## src/rtl/program_loader_pkg.sv

```systemverilog
// Shared definitions for the program loader: FSM encoding, phase lengths and word geometry.
package program_loader_pkg;

    typedef enum logic [2:0] {
        IDLE    = 3'd0,
        PREP    = 3'd1,
        COLLECT = 3'd2,
        WRITE   = 3'd3,
        FLUSH   = 3'd4,
        RUN     = 3'd5
    } state_t;

    localparam int PREP_CYCLES    = 2;
    localparam int FLUSH_CYCLES   = 2;
    localparam int BYTES_PER_WORD = 4;

    function automatic int clampCount(input int requested, input int limit);
        return (requested > limit) ? limit : requested;
    endfunction

endpackage

```

## src/rtl/program_loader_byte_packer.sv

```systemverilog
// Packs a byte stream into 32-bit words, first byte landing in the most significant lane.
module byte_packer
    import program_loader_pkg::*;
(
    input  logic        clk,
    input  logic        Reset_n,
    input  logic        accept,
    input  logic        clear,
    input  logic [7:0]  byteIn,
    output logic [31:0] word,
    output logic        full
);

    logic [1:0] byteIndex;

    // High in the cycle whose accepted byte completes the word, so the FSM can move on that edge.
    assign full = accept && (byteIndex == 2'(BYTES_PER_WORD - 1));

    always_ff @(posedge clk or negedge Reset_n) begin
        if (!Reset_n) begin
            byteIndex <= '0;
            word      <= '0;
        end else if (clear) begin
            byteIndex <= '0;
            word      <= '0;
        end else if (accept) begin
            byteIndex <= byteIndex + 2'd1;
            word      <= {word[23:0], byteIn};
        end
    end

endmodule

```

## src/rtl/program_loader.sv

```systemverilog
// Streams program bytes into CPU instruction memory while holding the CPU in reset around the load.
module program_loader
    import program_loader_pkg::*;
#(
    parameter int DEPTH = 32,
    parameter int CW    = 6
) (
    input  logic          clk,
    input  logic          Reset_n,
    input  logic          Start,
    input  logic          Abort,
    input  logic [CW-1:0] WordCount,
    input  logic [7:0]    ByteIn,
    input  logic          ByteValid,
    output logic          ByteReady,
    output logic          LoadInstructions,
    output logic [31:0]   Instruction,
    output logic [CW-1:0] LoadAddress,
    output logic          CPUReset,
    output logic          Busy,
    output logic          Done,
    output state_t        DebugState
);

    // Handshake: a byte transfers on a rising edge where ByteValid and ByteReady are both high;
    // ByteReady depends only on the state register, never on ByteValid.

    state_t        state;
    logic [CW-1:0] target;
    logic [CW-1:0] loadCount;
    logic [CW-1:0] nextCount;
    logic [1:0]    cycleCnt;
    logic          abortNow;
    logic          startNow;
    logic          accept;
    logic          packClear;
    logic          wordFull;
    logic [31:0]   packedWord;

    assign abortNow  = Abort && (state inside {PREP, COLLECT, WRITE});
    assign startNow  = Start && (state inside {IDLE, RUN});
    assign accept    = (state == COLLECT) && ByteValid && !Abort;
    assign packClear = abortNow || startNow || (state == WRITE);
    assign nextCount = loadCount + 1'b1;

    byte_packer uPacker (
        .clk     (clk),
        .Reset_n (Reset_n),
        .accept  (accept),
        .clear   (packClear),
        .byteIn  (ByteIn),
        .word    (packedWord),
        .full    (wordFull)
    );

    always_ff @(posedge clk or negedge Reset_n) begin
        if (!Reset_n) begin
            state     <= IDLE;
            target    <= '0;
            loadCount <= '0;
            cycleCnt  <= '0;
        end else if (abortNow) begin
            state    <= IDLE;
            cycleCnt <= '0;
        end else begin
            case (state)
                IDLE, RUN: begin
                    if (Start) begin
                        state     <= PREP;
                        target    <= CW'(clampCount(int'(WordCount), DEPTH));
                        loadCount <= '0;
                        cycleCnt  <= '0;
                    end
                end
                PREP: begin
                    if (cycleCnt == 2'(PREP_CYCLES - 1)) begin
                        cycleCnt <= '0;
                        state    <= (target != '0) ? COLLECT : FLUSH;
                    end else begin
                        cycleCnt <= cycleCnt + 2'd1;
                    end
                end
                COLLECT: begin
                    if (wordFull) state <= WRITE;
                end
                WRITE: begin
                    loadCount <= nextCount;
                    cycleCnt  <= '0;
                    state     <= (nextCount == target) ? FLUSH : COLLECT;
                end
                FLUSH: begin
                    if (cycleCnt == 2'(FLUSH_CYCLES - 1)) begin
                        cycleCnt <= '0;
                        state    <= RUN;
                    end else begin
                        cycleCnt <= cycleCnt + 2'd1;
                    end
                end
                default: state <= IDLE;
            endcase
        end
    end

    // All outputs decode the registered state, so no input reaches an output combinationally.
    assign ByteReady        = (state == COLLECT);
    assign LoadInstructions = (state == WRITE);
    assign Instruction      = LoadInstructions ? packedWord : '0;
    assign LoadAddress      = LoadInstructions ? loadCount : '0;
    assign CPUReset         = state inside {IDLE, PREP, FLUSH};
    assign Busy             = state inside {PREP, COLLECT, WRITE, FLUSH};
    assign Done             = (state == RUN);
    assign DebugState       = state;

endmodule

```

## config.mk

```make
export PLATFORM = sky130hd
export DESIGN_NAME = program_loader
export DESIGN_NICKNAME = d
export VERILOG_FILES = /design/src/rtl/program_loader_pkg.sv /design/src/rtl/program_loader_byte_packer.sv /design/src/rtl/program_loader.sv
export SDC_FILE = /design/constraint.sdc
export NUM_CORES = 1
export LEC_CHECK = 0
export CORE_AREA = 2 2 80 63
export DETAILED_ROUTE_END_ITERATION = 6
export DIE_AREA = 0 0 82 65
export DONT_BUFFER_PORTS = 1
export PLACE_DENSITY = 0.7
export SLEW_MARGIN = 20
export SYNTH_ARGS = -nofsm -noshare
export SYNTH_HDL_FRONTEND = slang
export SYNTH_SLANG_ARGS = --single-unit
```

## constraint.sdc

```tcl
create_clock -name clk -period 2.05 [get_ports clk]
set_input_delay 0.5125 -clock clk [delete_from_list [all_inputs] [get_ports clk]]
set_output_delay 0.5125 -clock clk [all_outputs]
set_load 0.01 [all_outputs]
```

### Word level (Yosys, flattened, before mapping)

Cells that the tools add are included.
W data, S select, Z words.

* flip-flop bits (word level): 51
* logic and storage cells: 68
* output and inout bits: 46

* equal/unequal tests: 13
* bitwise operators: 1
* order comparisons: 1
* muxes and demuxes: 21
* add/subtract/negate cells: 3
* reductions and logical operators: 23

Operators with widths (number)
* $mux W32: 3
* $mux W3: 7
* $mux W6: 3
* $pmux W3 S5: 1
* $pmux W6 S2: 1
* $mux W2: 5
* $reduce_bool A4 Y1: 2
* $add A6 B1 Y6 const B: 1
* $eq A3 B2 Y1 const B: 2
* $eq A3 B3 Y1 const B: 2
* $eq A6 B6 Y1: 1
* $gt A6 B6 Y1 const B: 1
* $ne A3 B3 Y1 const B: 2
* $pmux W2 S3: 1
* $reduce_and A3 Y1: 2
* $reduce_bool A2 Y1: 3
* $reduce_bool A3 Y1: 2
* $reduce_bool A6 Y1: 1
* $logic_and A1 B1 Y1: 5
* $add A2 B1 Y2 const B: 2
* $reduce_and A4 Y1: 1
* $reduce_or A2 Y1: 2
* $eq A3 B1 Y1 const B: 1
* $logic_not A3 Y1: 1
* other kinds (9): 10

### Depth between registers and ports, before layout

Gate-level depths: netlist of run 1.

* depth in word-level cells: 7
* mapped depth: 7
* gate-level depth less buffers: 6

### Modules after synthesis

From an unflattened synthesis of run 1, not the netlist that was laid out.

* cells, all modules: 287
* area, all modules: 2816.5 um^2

By module, submodules not included
* byte_packer: cells an instance 112, area an instance 1427.6 um^2, instances 1
* program_loader: cells an instance 175, area an instance 1388.8 um^2, instances 1

### Worst setup path after synthesis of run 1

OpenSTA, ideal clock, no wires.

* kind: input to register
* from: in Abort
* to: reg state[2] (netlist: DebugState[2])
* data arrival time: 1749 ps
* cell stages on the path: 6
* path buffers: 1
* slack: 175 ps
* cells stage by stage: buf_6 -> or3b_1 -> a221o_1 -> o21ai_2 -> nor2b_2 -> a221o_1

* cells in the longest elaborated chain, start to end: 5
* elaborated cells on any way between the ends: 10
* classes of those cells: 4 x eq/ne; 1 x mux; 5 x reduce/logical

RTL lines
* from (decl): line program_loader.sv:11 `input logic Abort,`
* $logic_not A1 Y1: line program_loader.sv:42 `assign accept = (state == COLLECT) && ByteValid && !Abort;`
* $logic_and A1 B1 Y1: line program_loader.sv:42
* $logic_and A1 B1 Y1: line program_loader_byte_packer.sv:17 `assign full = accept && (byteIndex == 2'(BYTES_PER_WORD - 1));`
* $ne A3 B1 Y1 (no source line)
* $reduce_and A4 Y1 (no source line)
* to (signal assigned): line program_loader.sv:78 `state <= (target != '0) ? COLLECT : FLUSH;`
* to (signal assigned): line program_loader.sv:89 `state <= (nextCount == target) ? FLUSH : COLLECT;`
* to (decl): line program_loader.sv:28 `state_t state;`

Several ways; a longest one is shown, not always the timed one.
A chain may end at the register's enable or synchronous reset.

### Worst setup path after layout of run 1

* from: reg state[0] (netlist: DebugState[0])
* to: out ByteReady

* cells in the longest elaborated chain, start to end: 1

RTL lines
* $eq A3 B2 Y1: line program_loader.sv:105 `assign ByteReady = (state == COLLECT);`
* to (decl): line program_loader.sv:15 `output logic ByteReady,`

No other way between the ends.

==> impl_metrics.yaml, run 1 <==
synth:
  yosysSeqAreaShare: 0.482
  yosys_warnings: 0
  synthCells: 264
  yosysUniqueCellTypes: 42
  synth_fp_nets: 285
  ys_ff_latch: 51
  synth_ff_type: "dfrtp_1"
  synth_edf_count: 0
  syn_avg_cell_area_sq_um: 10.0
  netlist_area_sq_mm: 0.00265
  synthArstFlopShare: 1.00
placed_design:
  io_buffers: 0
  preCtsSetupSlack_ns: 0.193
  gp_congestion: 0.838
  dpl.hpwl_mm: 3.93
timing:
  maxSlewViolCount: 0
  maxSlewHeadroom: 0.729
  fin_setup_tns_ns: 0
  tightestPinTransition_ns: 0.402
  period_share: 0.955
  final-hold-violation-count: 0
  rsz0062_at_grt: "no"
  setup_viol: 0
  fin_ws_ns: 0.0915
  fin_crit_ns: 1.96
  max_freq_ghz: 0.511
  skew_ns: 0.00789
routing:
  vias: 1975
  wirelength_mm: 5.95
  dr.pass1.iters: 4
  route.detailed.drc: 0
  ant_nets: 0
  vias_per_cell: 6.17
  wl_per_cell_um: 18.6
  drt_iter0_drc: 105
worst_hold_path:
  hold_path_class: "in -> async"
global_routing:
  grt_max_degree: 52
  grt_pass1_vias: 1776
  grt_pass1_wl_mm: 9.38
  gr-total-overflow: 0
  track_usage: 0.233
  antenna_found_initial: 0
power_and_ir_drop:
  intPower_w: 0.00188
  vdd_ir_drop_max_uv: 1100
  netSwitchingPower_w: 0.00114
  power.density_mw_per_mm2: 1050
  seqPwrFrac: 0.415
  leakage_nw: 1.43
  combPwrFrac: 0.375
  pwr-share-clk: 0.210
  sw_frac_of_total: 0.378
final_layout:
  final_common_cell: "dfrtp_1"
  nets: 280
  layout_common_cells: "50 x dfrtp_1, 39 x and3_1, 33 x a22o_1, 14 x nor2_1, 14 x o21ai_0"
  n_antenna_cell: 0
  drive_gt1_frac: 0.119
  area_growth_pct: 8.03
setup_path:
  path_buf_inv: 1
  cp_slowest_cell: "dfrtp_1"
  max_stage_delay_ns: 0.46
  cp.arrival_ns: 1.45
  worst_setup_path_end_kind: "output pin"
  path_delay_family: "flip-flops"
  start_kind: "flip-flop"
  critical_path_class: "reg -> out"
  crit_chain: "buf_4 -> nand2b_2 -> nor2_1"
  crit_required_ns: 1.54
  critPathMaxFanout: 15
clocking:
  clock_latency_ns: 0.30
  cts_tree: "yes"
  root_buffer: "clkbuf_8"
  cts.htree.levels: 2
  clock_path_buffers: 2
  path_clk_slew_ns: 0.09
  cts_made_buffers: 5
  cts.sinks: 51
floorplanning:
  num_io_pins: 65
  core_region_area_sq_mm: 0.00462
  initial_core_util: 0.573
  die_w_um: 82
  dieArea_sq_mm: 0.00533
  die_h_um: 65
  rows: 22
run_status:
  status: "completed"
run:
  drv_cap: 0
==> path summary, 6_finish.rpt <==
check                                  from               end  slack (ns)  depth (start not counted)
min in group clk                  ByteIn[3]   uPacker.word[3]        0.35                          1
hold / removal                      Reset_n       cycleCnt[0]        0.05                          1
setup reg to reg               loadCount[0]     DebugState[1]        0.19                          6
setup / recovery              DebugState[0]         ByteReady        0.09                          3
hold reg to reg            uPacker.word[25]  uPacker.word[25]        0.51                          1
max in group asynchronous           Reset_n  uPacker.word[27]        1.77                          1
==> layer usage <==
| layer | GRT usage | vias to the layer above | wire [um] |
|---|---|---|---|
| li1 | - | 960 | - |
| met1 | 0.375 | 961 | 3070 |
| met2 | 0.314 | 52 | 2560 |
| met3 | 0.0529 | 2 | 298 |
| met4 | 0.0563 | 0 | 19 |
| met5 | 0 | - | 0 |
==> state kept, by name, summed over array words and instances, names as in the netlist <==
name,count
uPacker.byteIndex,2
cycleCnt,2
loadCount,6
uPacker.word,32
target,6
DebugState,3
==> cell usage after synthesis, types with 5 or more instances <==
library cell / count / area, sq um
dfrtp_1: 51 / 1280
and3_1: 39 / 244
a22o_1: 33 / 289
nor2_1: 14 / 52.6
o21ai_0: 14 / 70.1
clkbuf_1: 12 / 45.0
nand2_1: 11 / 41.3
buf_2: 10 / 50.1
inv_1: 9 / 33.8
a21oi_1: 8 / 40.0
nand2b_1: 5 / 31.3
nand3_1: 5 / 25.0
nand3b_1: 5 / 37.5
==> layout make-up <==
class	count	area, sq um
Clock inverter	1	7.51
Sequential cell	51	1280
Inverter	9	33.8
Timing Repair Buffer	12	135
Tap cell	60	75.1
Multi-Input combinational cell	180	1240
Clock buffer	7	96.3
Fill cell	394	1760
==> power groups by stage <==
stage	logic (W)	clock network, W	registers [W]
finish	0.00113	0.000635	0.00125
global route	0.00125	0.000690	0.00127
CTS	0.00111	0.000644	0.00125
detailed placement	0.00107	0	0.00127
global placement	0.00105	0	0.00126
floorplan	0.000818	0	0.00122
==> stage by stage <==
stage	hold WS [ns]	instances	total power [W]	util	instance area (sq um)
after global placement	0.218	310	0.00231	0.587	2720
after detailed placement	0.218	310	0.00234	0.587	2720
after CTS	0.0619	319	0.00300	0.617	2850
final	0.0491	320	0.00302	0.619	2860
after global routing	0.0602	320	0.00322	0.619	2860
after floorplan	0.217	264	0.00204	-	2650
==> logic make-up after synthesis <==
group           after synthesis  synth area share
xor+xnor                      8            0.0264
flops                        51             0.482
fa+ha+maj                     2           0.00945
simple gates                 96             0.217
compound gates               71             0.198
buf+inv                      33            0.0543
mux                           3            0.0128
==> what timing repair did <==
| action | in CTS | in global routing |
|---|---|---|
| setup buffers | 0 | 1 |
| cloned | 0 | 0 |
| endpoints found under the setup margin | 33 | 37 |
| resized for setup | 1 | 1 |
| endpoints found under the hold margin | 51 | 0 |
| hold buffers | 1 | 0 |
Note: power is estimated with default switching activity, not from simulation.
==> run 2, diff against run 1 <==
--- a/config.mk
+++ b/config.mk
@@ -5,11 +5,13 @@
 export SDC_FILE = /design/constraint.sdc
 export NUM_CORES = 1
 export LEC_CHECK = 0
-export CORE_AREA = 2 2 80 63
+export CORE_AREA = 2 2 82 65
+export CTS_CLUSTER_DIAMETER = 30
 export DETAILED_ROUTE_END_ITERATION = 6
-export DIE_AREA = 0 0 82 65
+export DIE_AREA = 0 0 84 67
 export DONT_BUFFER_PORTS = 1
-export PLACE_DENSITY = 0.7
+export GPL_TIMING_DRIVEN = 0
+export PLACE_DENSITY = 0.69
 export SLEW_MARGIN = 20
 export SYNTH_ARGS = -nofsm -noshare
 export SYNTH_HDL_FRONTEND = slang
==> constraint.sdc (replaced) <==
create_clock -name clk -period 1.58 [get_ports clk]
set_input_delay 0.395 -clock clk [delete_from_list [all_inputs] [get_ports clk]]
set_output_delay 0.395 -clock clk [all_outputs]
set_load 0.01 [all_outputs]
==> run 2 against run 1 <==
The flow now finishes with violations (setup timing). Setup slack got worse by 0.50 ns. Combinational power increased to 3.1 times the previous value. Critical path depth rose by 2. Sequential power grew 31%. Sequential cell count stayed put. Total power up 97%. Register-to-register slack lost 0.48 ns. Final area increased by 37%. Non-clock buffer count rose by 54. Cell count up 17%. Critical path type unchanged. Critical endpoint is now Instruction[26].
==> impl_metrics.yaml, run 2 (synthesized netlist as in run 1, its figures left out) <==
clocking:
  cts.sinks: 51
  root_buffer: "clkbuf_8"
  cts_made_buffers: 5
  cts.htree.levels: 2
  cts_tree: "yes"
  clock_latency_ns: 0.34
  clock_path_buffers: 2
  path_clk_slew_ns: 0.10
final_layout:
  drive_gt1_frac: 0.503
  top_regs: "uPacker.word (32), loadCount (6), target (6)"
  layout_common_cells: "44 x dfrtp_1, 39 x and3_4, 33 x a22o_1, 21 x buf_4, 20 x buf_6"
  seq_area_sq_mm: 0.00128
  nets: 334
  final_common_cell: "dfrtp_1"
  n_antenna_cell: 0
  top_register: "uPacker.word"
  nFillCells: 235
  largest_reg_flops: 32
  multi_input_area_sq_mm: 0.00166
  final_cell_area_sq_mm: 0.00392
  area_growth_pct: 48.0
  fin_util: 0.823
timing:
  tightestPinTransition_ns: 0.343
  setup_viol: 93
  max_freq_ghz: 0.504
  fin_setup_tns_ns: -26.39
  period_share: 1.26
  whs_ns: 0.202
  maxSlewViolCount: 0
  rsz0062_at_grt: "yes"
  final-hold-violation-count: 0
  maxSlewHeadroom: 0.770
  skew_ns: 0.0145
  fin_ws_ns: -0.404
  fin_crit_ns: 1.98
setup_path:
  r2r_start: "target[2]"
  start_kind: "flip-flop"
  r2r_setup_slack_ns: -0.29
  timing.rr.end: "DebugState[1]"
  cp_slowest_cell: "dfrtp_2"
  cp.arrival_ns: 1.59
  crit_chain: "buf_6 -> nor2b_4 -> buf_12 -> clkbuf_8 -> and3_4"
  critical_path_class: "reg -> out"
  critPathMaxFanout: 9
  max_stage_delay_ns: 0.46
  crit_required_ns: 1.18
  worst_setup_path_end_kind: "output pin"
  rr_worst_depth: 5
placed_design:
  io_buffers: 0
  gp_congestion: 0.836
  dpl.hpwl_mm: 4.39
  placed_cell_area_sq_mm: 0.00276
  preCtsSetupSlack_ns: -0.341
routing:
  route.detailed.drc: 0
  dr.pass1.iters: 5
  drt_iter0_drc: 337
  vias_per_cell: 6.75
  wirelength_mm: 9.36
  wl_per_cell_um: 25.0
  vias: 2523
  ant_nets: 0
floorplanning:
  num_io_pins: 65
  core_region_area_sq_mm: 0.00476
  dieArea_sq_mm: 0.00563
  die_w_um: 84
  rows: 22
  initial_core_util: 0.556
  die_h_um: 67
global_routing:
  antenna_found_initial: 0
  grt_pass1_wl_mm: 13.1
  grt_pass1_vias: 2378
  grt_max_degree: 52
  track_usage: 0.311
  gr-total-overflow: 0
worst_hold_path:
  hold_start: "ByteIn[4]"
  min_to: "uPacker.word[4]"
  min_path_cells: 1
  hold_path_class: "in -> reg"
run_status:
  violations: "setup timing"
  status: "finished with violations"
power_and_ir_drop:
  leakage_nw: 1.73
  vdd_ir_drop_max_uv: 1360
  power.density_mw_per_mm2: 1520
run:
  drv_cap: 0
-- run 2: cell count changes in the layout (fill, tap and decap cells not counted), moves of 10 or more --
cell | before | now
buf_4 | 9 | 21
o21ai_0 | 14 | 1
o21ai_1 | 0 | 10
buf_6 | 0 | 20
and3_4 | 0 | 39
and3_1 | 39 | 0
-- run 2: power breakdown --
| group | internal (W) | total [W] | leakage, nW | switching [W] |
|---|---|---|---|---|
| clock | 0.000330 | 0.000852 | 0.0502 | 0.000522 |
| sequential | 0.00145 | 0.00164 | 0.691 | 0.000189 |
| combinational | 0.00175 | 0.00346 | 0.989 | 0.00170 |
| total | 0.00353 | 0.00595 | 1.73 | 0.00242 |
-- run 2: area by class of cell --
type | instances | area share
inverters | 9 | 0.00862
repair buffers | 44 | 0.123
clock inverters | 3 | 0.00734
flip-flops and latches | 51 | 0.328
clock buffers | 5 | 0.0175
multi-input cells | 180 | 0.424
well taps | 60 | 0.0191
plain buffers | 22 | 0.0728
-- run 2: worst max path at each step --
stage	slack [ns]	startpoint	cells after the start	endpoint
6_report	-0.40	DebugState[2]	5	Instruction[26]
5_1_grt	-0.44	DebugState[2]	5	Instruction[26]
4_1_cts	-0.35	DebugState[2]	5	Instruction[0]
3_5_place_dp	-0.34	DebugState[0]	6	loadCount[5]
3_3_place_gp	-0.29	DebugState[2]	6	uPacker.word[31]
2_1_floorplan	-0.18	Abort	6	DebugState[2]
-- run 2: critical path, delay by kind of cell, from the launching register on --
family | cells | cell delay [ns]
buf+inv | 3 | 0.46
flops | 1 | 0.46
simple gates | 2 | 0.34
-- run 2: what timing repair did --
| item | in CTS | in global routing |
|---|---|---|
| gates resized for setup | 138 | 33 |
| buffers inserted | 27 | 7 |
| pin swaps | 19 | 20 |
| gates cloned | 10 | 0 |
| endpoints found under the hold margin | 51 | 51 |
| endpoints found under the setup margin | 94 | 94 |
-- run 2: stage by stage --
stage                     cells  power [W]
after floorplan             264    0.00272
after global placement      324    0.00303
after detailed placement    324    0.00307
after CTS                   367    0.00539
after global routing        374    0.00617
final                       374    0.00595
-- run 2: routing by layer --
| metal | track usage | routed length [um] | part of all wire |
|---|---|---|---|
| met5 | 0 | 0 | 0 |
| met1 | 0.419 | 3730 | 0.40 |
| met3 | 0.0805 | 739 | 0.079 |
| met4 | 0.0786 | 383 | 0.041 |
| met2 | 0.507 | 4510 | 0.48 |
==> run 3, diff against run 2 <==
--- a/config.mk
+++ b/config.mk
@@ -10,6 +10,7 @@
 export DETAILED_ROUTE_END_ITERATION = 6
 export DIE_AREA = 0 0 84 67
 export DONT_BUFFER_PORTS = 1
+export GPL_ROUTABILITY_DRIVEN = 0
 export GPL_TIMING_DRIVEN = 0
 export PLACE_DENSITY = 0.69
 export SLEW_MARGIN = 20
==> results of run 3 <==
No change in the layout: final DEF, timing and power equal those of run 2.
